$ cat src/rtl/cpu_pkg.sv
// Shared definitions for the instruction-memory arbiter slice: default widths,
// port identifiers and the saturating counter helper.
package cpu_pkg;

   localparam int CPU_ADDR_W = 10;
   localparam int CPU_DATA_W = 32;
   localparam int CNT_W      = 16;

   typedef enum logic [0:0] {
      PORT_F = 1'b0,
      PORT_D = 1'b1
   } port_e;

   function automatic logic [CNT_W-1:0] sat_inc(input logic [CNT_W-1:0] v);
      if (v == {CNT_W{1'b1}}) begin
         return v;
      end else begin
         return v + CNT_W'(1);
      end
   endfunction

endpackage

$ cat src/rtl/rr_arb2.sv
// Two-input arbiter: round-robin or fetch-priority with a debug starvation
// guard. Grants are combinational from the requests and the held state.
module rr_arb2
   import cpu_pkg::*;
#(
   parameter int FETCH_PRIO = 0,
   parameter int STARVE_MAX = 4
) (
   input  logic clk,
   input  logic rst,
   input  logic f_req,
   input  logic d_req,
   output logic f_gnt,
   output logic d_gnt
);

   localparam int SW = (STARVE_MAX < 1) ? 1 : $clog2(STARVE_MAX + 1);

   port_e         last_r;
   logic [SW-1:0] starve_r;
   logic          d_wins_tie_s;

   // Tie resolution and grant generation; no grant while reset is asserted.
   always_comb begin
      d_wins_tie_s = 1'b0;
      f_gnt        = 1'b0;
      d_gnt        = 1'b0;
      if (FETCH_PRIO != 0) begin
         d_wins_tie_s = (starve_r == SW'(STARVE_MAX));
      end else begin
         d_wins_tie_s = (last_r == PORT_F);
      end
      if (rst) begin
         f_gnt = 1'b0;
         d_gnt = 1'b0;
      end else if (f_req && d_req) begin
         f_gnt = !d_wins_tie_s;
         d_gnt = d_wins_tie_s;
      end else begin
         f_gnt = f_req;
         d_gnt = d_req;
      end
   end

   // Last-granted pointer and debug starvation counter.
   always_ff @(posedge clk) begin
      if (rst) begin
         last_r   <= PORT_D;
         starve_r <= {SW{1'b0}};
      end else begin
         if (f_gnt) begin
            last_r <= PORT_F;
         end else if (d_gnt) begin
            last_r <= PORT_D;
         end else begin
            last_r <= last_r;
         end
         // Saturates at the threshold so it can never wrap past it.
         if (d_gnt) begin
            starve_r <= {SW{1'b0}};
         end else if (d_req && (starve_r != SW'(STARVE_MAX))) begin
            starve_r <= starve_r + SW'(1);
         end else begin
            starve_r <= starve_r;
         end
      end
   end

endmodule

$ cat src/rtl/imem_arbiter.sv
// Shares one combinational instruction ROM between a fetch port and a debug
// port through a two-stage pipeline: 2-cycle latency, one access per cycle.
module imem_arbiter
   import cpu_pkg::*;
#(
   parameter int ADDR_W     = CPU_ADDR_W,
   parameter int DATA_W     = CPU_DATA_W,
   parameter int ROM_DEPTH  = 1024,
   parameter int FETCH_PRIO = 0,
   parameter int STARVE_MAX = 4
) (
   input  logic              clk,
   input  logic              rst,
   input  logic              f_req,
   input  logic [ADDR_W-1:0] f_addr,
   output logic              f_gnt,
   output logic              f_valid,
   output logic [DATA_W-1:0] f_rdata,
   output logic              f_err,
   input  logic              d_req,
   input  logic [ADDR_W-1:0] d_addr,
   output logic              d_gnt,
   output logic              d_valid,
   output logic [DATA_W-1:0] d_rdata,
   output logic              d_err,
   output logic [ADDR_W-1:0] rom_addr,
   input  logic [DATA_W-1:0] rom_data,
   output logic [CNT_W-1:0]  f_cnt,
   output logic [CNT_W-1:0]  d_cnt
);

   logic              s1_valid_r;
   logic [ADDR_W-1:0] addr_q_r;
   port_e             sel_q_r;
   logic              oor_s;
   logic [DATA_W-1:0] rdata_s;
   logic              f_valid_r, d_valid_r, f_err_r, d_err_r;
   logic [DATA_W-1:0] f_rdata_r, d_rdata_r;
   logic [CNT_W-1:0]  f_cnt_r, d_cnt_r;

   rr_arb2 #(
      .FETCH_PRIO(FETCH_PRIO),
      .STARVE_MAX(STARVE_MAX)
   ) u_arb (
      .clk  (clk),
      .rst  (rst),
      .f_req(f_req),
      .d_req(d_req),
      .f_gnt(f_gnt),
      .d_gnt(d_gnt)
   );

   // addr_q only changes on a grant, so the ROM address holds while idle.
   assign rom_addr = addr_q_r;
   assign oor_s    = (32'(addr_q_r) >= 32'(ROM_DEPTH));

   // Out-of-range reads return zero regardless of what the ROM drives.
   always_comb begin
      rdata_s = {DATA_W{1'b0}};
      if (oor_s) begin
         rdata_s = {DATA_W{1'b0}};
      end else begin
         rdata_s = rom_data;
      end
   end

   // Stage 1: capture the winner's address and port.
   always_ff @(posedge clk) begin
      if (rst) begin
         s1_valid_r <= 1'b0;
         addr_q_r   <= {ADDR_W{1'b0}};
         sel_q_r    <= PORT_F;
      end else if (f_gnt) begin
         s1_valid_r <= 1'b1;
         addr_q_r   <= f_addr;
         sel_q_r    <= PORT_F;
      end else if (d_gnt) begin
         s1_valid_r <= 1'b1;
         addr_q_r   <= d_addr;
         sel_q_r    <= PORT_D;
      end else begin
         s1_valid_r <= 1'b0;
         addr_q_r   <= addr_q_r;
         sel_q_r    <= sel_q_r;
      end
   end

   // Stage 2: register ROM data into the winning port's return path.
   always_ff @(posedge clk) begin
      if (rst) begin
         f_valid_r <= 1'b0;
         d_valid_r <= 1'b0;
         f_err_r   <= 1'b0;
         d_err_r   <= 1'b0;
         f_rdata_r <= {DATA_W{1'b0}};
         d_rdata_r <= {DATA_W{1'b0}};
      end else if (s1_valid_r && (sel_q_r == PORT_F)) begin
         f_valid_r <= 1'b1;
         f_err_r   <= oor_s;
         f_rdata_r <= rdata_s;
         d_valid_r <= 1'b0;
         d_err_r   <= 1'b0;
         d_rdata_r <= d_rdata_r;
      end else if (s1_valid_r) begin
         d_valid_r <= 1'b1;
         d_err_r   <= oor_s;
         d_rdata_r <= rdata_s;
         f_valid_r <= 1'b0;
         f_err_r   <= 1'b0;
         f_rdata_r <= f_rdata_r;
      end else begin
         f_valid_r <= 1'b0;
         d_valid_r <= 1'b0;
         f_err_r   <= 1'b0;
         d_err_r   <= 1'b0;
         f_rdata_r <= f_rdata_r;
         d_rdata_r <= d_rdata_r;
      end
   end

   // Saturating accepted-request counters.
   always_ff @(posedge clk) begin
      if (rst) begin
         f_cnt_r <= {CNT_W{1'b0}};
         d_cnt_r <= {CNT_W{1'b0}};
      end else begin
         if (f_gnt) begin
            f_cnt_r <= sat_inc(f_cnt_r);
         end else begin
            f_cnt_r <= f_cnt_r;
         end
         if (d_gnt) begin
            d_cnt_r <= sat_inc(d_cnt_r);
         end else begin
            d_cnt_r <= d_cnt_r;
         end
      end
   end

   assign f_valid = f_valid_r;
   assign d_valid = d_valid_r;
   assign f_err   = f_err_r;
   assign d_err   = d_err_r;
   assign f_rdata = f_rdata_r;
   assign d_rdata = d_rdata_r;
   assign f_cnt   = f_cnt_r;
   assign d_cnt   = d_cnt_r;

endmodule

$ cat config.mk
export PLATFORM = sky130hd
export DESIGN_NAME = imem_arbiter
export DESIGN_NICKNAME = d
export VERILOG_FILES = /design/src/rtl/cpu_pkg.sv /design/src/rtl/rr_arb2.sv /design/src/rtl/imem_arbiter.sv
export SDC_FILE = /design/constraint.sdc
export NUM_CORES = 1
export LEC_CHECK = 0
export CORE_MARGIN = 2
export CORE_UTILIZATION = 25
export CTS_CLUSTER_DIAMETER = 120
export DETAILED_ROUTE_END_ITERATION = 8
export PLACE_DENSITY = 0.62
export SLEW_MARGIN = 40
export SYNTH_ARGS = -nofsm -noshare
export SYNTH_HDL_FRONTEND = slang
export SYNTH_SLANG_ARGS = --single-unit
$ cat constraint.sdc
create_clock -name clk -period 3 [get_ports clk]
set_input_delay 0.3 -clock clk [delete_from_list [all_inputs] [get_ports clk]]
set_output_delay 0.3 -clock clk [all_outputs]
set_load 0.1 [all_outputs]
* Word-level counts from Yosys, hierarchy flattened
Cells that the tools add are included.
W data, S select, Z words.
** Operators by class
- Add/sub/neg operators :: 2
- Eq/ne operators :: 2
- Multiplexer cells :: 12
- Bitwise gates (word level) :: 5
- Reduce and logical (&&, ||, !) cells :: 8
** Operators with widths (count)
- $add A16 B1 Y16 const B :: 2
- $eq A16 B16 Y1 const B :: 2
- $mux W10 :: 2
- $mux W1 :: 10
- $reduce_and A2 Y1 :: 3
- $not A1 Y1 :: 5
- $reduce_or A2 Y1 :: 2
- $logic_and A1 B1 Y1 :: 2
- $reduce_bool A2 Y1 :: 1
** Word-level totals
- Output and inout port bits :: 112
- Bits in registers :: 111
- Bits of input ports :: 56
- Logic and storage cells :: 39

* Depth between registers and ports, before layout
- Depth in word-level cells :: 5
- Gate-level depth with buffers :: 6
- Depth with buffers taken out :: 5

* Modules after synthesis
A second synthesis with hierarchy kept.
** Unflattened totals
- Cells, all modules :: 481
- Area total of the unflattened synthesis :: 4364.2 µm²
** Modules (own cells, without submodules)
- imem_arbiter :: sequential area each 2202.1 µm², area each 4306.6 µm², cells an instance 474, times used 1
- rr_arb2 :: sequential area each 20.0 µm², area each 57.6 µm², cells an instance 7, times used 1

* Least setup slack after synthesis
Ideal clock, no wire load.
- Path type :: reg2reg
- Start point :: register f_cnt_r[0], in the netlist f_cnt[0]
- End point :: register f_cnt_r[9], in the netlist f_cnt[9]
- Cell stages (with the launch flop) :: 6
- Clock period less this slack :: 2721 ps
- Path slack :: 279 ps
- Library setup time :: 121 ps
- Data required time :: 2879 ps
- Arrival time :: 2600 ps
- Path buffers :: 0
- Cells stage by stage :: dfxtp_1 ha_1 nand4_1 nor4_2 nor4b_1 mux2_2
** On the way
- Longest elaborated chain between the ends :: 3
- Elaborated cells between the ends (all ways) :: 4
- Classes of those cells :: add/sub (1); eq/ne (1); bitwise (1); reduce/logical (1)
** Ends and longest elaborated chain
- start: declaration :: RTL line imem_arbiter.sv:39 : logic [CNT_W-1:0] f_cnt_r, d_cnt_r;
- start signal: assignment :: RTL line imem_arbiter.sv:124 : f_cnt_r <= {CNT_W{1'b0}};
- start signal: assignment :: RTL line imem_arbiter.sv:128 : f_cnt_r <= sat_inc(f_cnt_r);
- start signal: assignment :: RTL line imem_arbiter.sv:130 : f_cnt_r <= f_cnt_r;
- branches (longest 3 deep; another with $add A16 B1 Y16)
Several ways; the timed one is not identified.
A chain may end at the register's enable or synchronous reset.

* Worst setup path after layout
- Start point :: input port d_req
- End point :: register f_cnt_r[9], in the netlist f_cnt[9]
** On the way
- Longest elaborated chain between the ends :: 4
** Ends and longest elaborated chain
- start: declaration :: RTL line imem_arbiter.sv:20 : input logic d_req,
- $logic_and A1 B1 Y1 :: RTL line rr_arb2.sv:36 : end else if (f_req && d_req) begin
- $mux W1 :: RTL line rr_arb2.sv:36
- $mux W1 :: RTL line rr_arb2.sv:33 : if (rst) begin
- $reduce_and A2 Y1 (no line)
Every way passes these cells.

==> impl_metrics.toml <==
[sta]
finalMaxSlewViolations = 0
tns_ns = 0
rsz0062_at_grt = "no"
skew_ns = 0.00738
timing.final.crit_share_pct = 76.3
max_freq_mhz = 437
slew_headroom_pct = 59.9
hold_ws_ns = 0.368
setup_violations = 0
hold_viol_final = 0
worst_slack_ns = 0.711
tightest_slew_ns = 0.602
layout_min_cycle_time_ns = 2.29

[clocking]
worstSkewPairLatency_ns = 0.35
cts_tree = "yes"
post_cts_buffers = 0
cts_hold_buf = 0
htree_num_levels = 3
root_buffer = "clkbuf_16"
clockBufferDepth = 2
post_cts_resized = 0
cts_buffers = 9
clkTransAtPathRegs_ns = 0.07
cts_sinks = 111

[setup_path]
critPathCapture = "f_cnt[9]"
worstSetupPathType = "in -> reg"
worstReg2RegStart = "f_cnt[3]"
reg2reg_depth = 4
start_kind = "primary input"
worstPathArrival_ns = 2.53
regToRegSetupSlack_ns = 0.79
cp-startpoint = "d_req"
worstPathRequired_ns = 3.24
critPathCaptureType = "flop"
timing.rr.end = "f_cnt[9]"
cp_max_fo = 17

[power_and_ir_drop]
ir_worst_vdd_uv = 272
p_leak_nw = 2.40
power.density_mw_per_mm2 = 584
total_power_w = 0.00359

[global_route]
grt_pass1_vias = 3968
overflow = 0
grt_start_max_net_pins = 75
antenna_found_initial = 0
grt.total_usage_pct = 14.0
grt_pass1_wl_mm = 20.3

[route]
routed_via_density = 4.89
routed_wl_mm = 12.9
first_pass_iters = 5
wl_per_cell_um = 15.0
ant_nets = 0
drt-initial-drc-count = 153
drc_errors = 0
via_count = 4192

[synthesis]
netlist_instances = 476
ys_seq_area_share_pct = 51.8
ys_seq_elements = 111
ys_types = 41
ys_async_sr_fraction_pct = 0
yosysTopAreaCell = "dfxtp_1"
synth_edf_count = 0
synth_area_mm2 = 0.00429
synth_area_leaders = "dfxtp_1 52%, nand2_1 8.0%, a22o_1 6.5%"
synth_commonest_cells = "111 x dfxtp_1, 91 x nand2_1, 52 x a21oi_1"
synth_most_common_cell = "dfxtp_1"
syn_avg_cell_area_um2 = 9.01
ys.flop_type = "dfxtp_1"
yosysWarnings = 0
synth_top_area_share_pct = 51.8

[floorplanning]
coreArea_mm2 = 0.0167
initial_core_util_pct = 25.7
die_h_um = 135
die-area_mm2 = 0.0182
ios = 168
rows = 47
die_w_um = 135

[cells_and_area]
drive_gt1_share_pct = 22.9
nNetsFinal = 690
diodes = 0
area_growth_pct = 43.5

[run]
maxCapViolations = 0

[placement]
gp_congestion = 0.751
io_buffer_count = 165
dp.final_hpwl_mm = 8.88
dp_slack_ns = 0.352

[min_path]
hold_path.class = "in -> reg"

[outcome]
status = "finished, final reports clean"
-- layout by cell type (no fill, tap or decap), types with 5 or more instances in the layout --
cell type | netlist | final
nand2_1 | 91 | 91
clkbuf_16 | 0 | 9
o311ai_0 | 7 | 7
o41ai_1 | 6 | 6
a22o_1 | 32 | 32
buf_2 | 1 | 39
nand4_1 | 13 | 13
or4_1 | 10 | 10
a21oi_1 | 52 | 51
nor4_1 | 10 | 10
inv_1 | 8 | 8
nor2_1 | 14 | 14
nand3_1 | 11 | 11
o21ai_0 | 8 | 8
nor2b_1 | 7 | 7
o31ai_1 | 11 | 11
a311oi_1 | 5 | 5
buf_4 | 2 | 81
clkdlybuf4s50_1 | 0 | 54
nor3_1 | 5 | 5
dfxtp_1 | 111 | 111
mux2_2 | 5 | 5
-- routing by layer --
layer	routed length [um]	global-route usage, %	share of wire [%]
met3	968	3.98	7.5
met4	187	4.98	1.5
met2	6120	23.2	47
met1	5620	17.4	44
met5	0	0	0
-- kinds of logic after synthesis --
family                     count (synthesis)  share of synthesized area (%)
muxes                                      6                           1.55
AOI/OAI and AO/OA                        132                           21.0
and+or+nand+nor                          184                           21.1
other                                      1                         0.0874
adders and majority gates                  2                          0.583
DFF                                      111                           51.8
buffers and inverters                     40                           3.88
-- how the worst min path moves through the flow --
stage,startpoint,endpoint,slack (ns),depth (start not counted)
finish,rst,s1_valid_r,0.37,3
detailed placement,d_rdata[19],d_rdata[19],0.45,2
global placement,d_rdata[16],d_rdata[16],0.44,2
CTS,rst,s1_valid_r,0.34,3
floorplan,d_addr[7],rom_addr[7],0.41,2
global route,rst,s1_valid_r,0.39,3
-- through the flow --
stage / std cells / cell area [um^2] / util, %
final: 857 / 6150 / 36.8
after CTS: 857 / 6150 / 36.8
after global routing: 857 / 6150 / 36.8
after floorplan: 477 / 4290 / -
after detailed placement: 841 / 5810 / 34.8
after global placement: 841 / 6000 / 35.9
-- state kept, by name, summed over array words and instances (netlist names) --
register / cells
d_cnt: 16
d_rdata: 32
d_valid: 1
f_cnt: 16
f_rdata: 32
f_valid: 1
rom_addr: 10
s1_valid_r: 1
sel_q_r: 1
u_arb.last_r: 1
-- worst max-delay path, stage by stage --
cell	delay, ns
clkdlybuf4s50_1	0.44
nor2b_1	0.17
or4b_1	0.80
nor4b_1	0.44
mux2_2	0.37
-- final cells by class --
| type | instances | area [um^2] |
|---|---|---|
| fillers | 1734 | 10500 |
| flip-flops and latches | 111 | 2220 |
| multi-input cells | 326 | 1910 |
| repair buffers | 176 | 1380 |
| well taps | 220 | 275 |
| clock buffers | 12 | 267 |
| clock inverters | 4 | 76.3 |
| inverters | 8 | 30.0 |
-- where the power goes --
part / internal (W) / switching, W
Clock: 0.000802 / 0.000545
Sequential: 0.00153 / 0.0000320
Combinational: 0.000164 / 0.000522
Total: 0.00249 / 0.00110
Power figures use the tool's default switching activity.
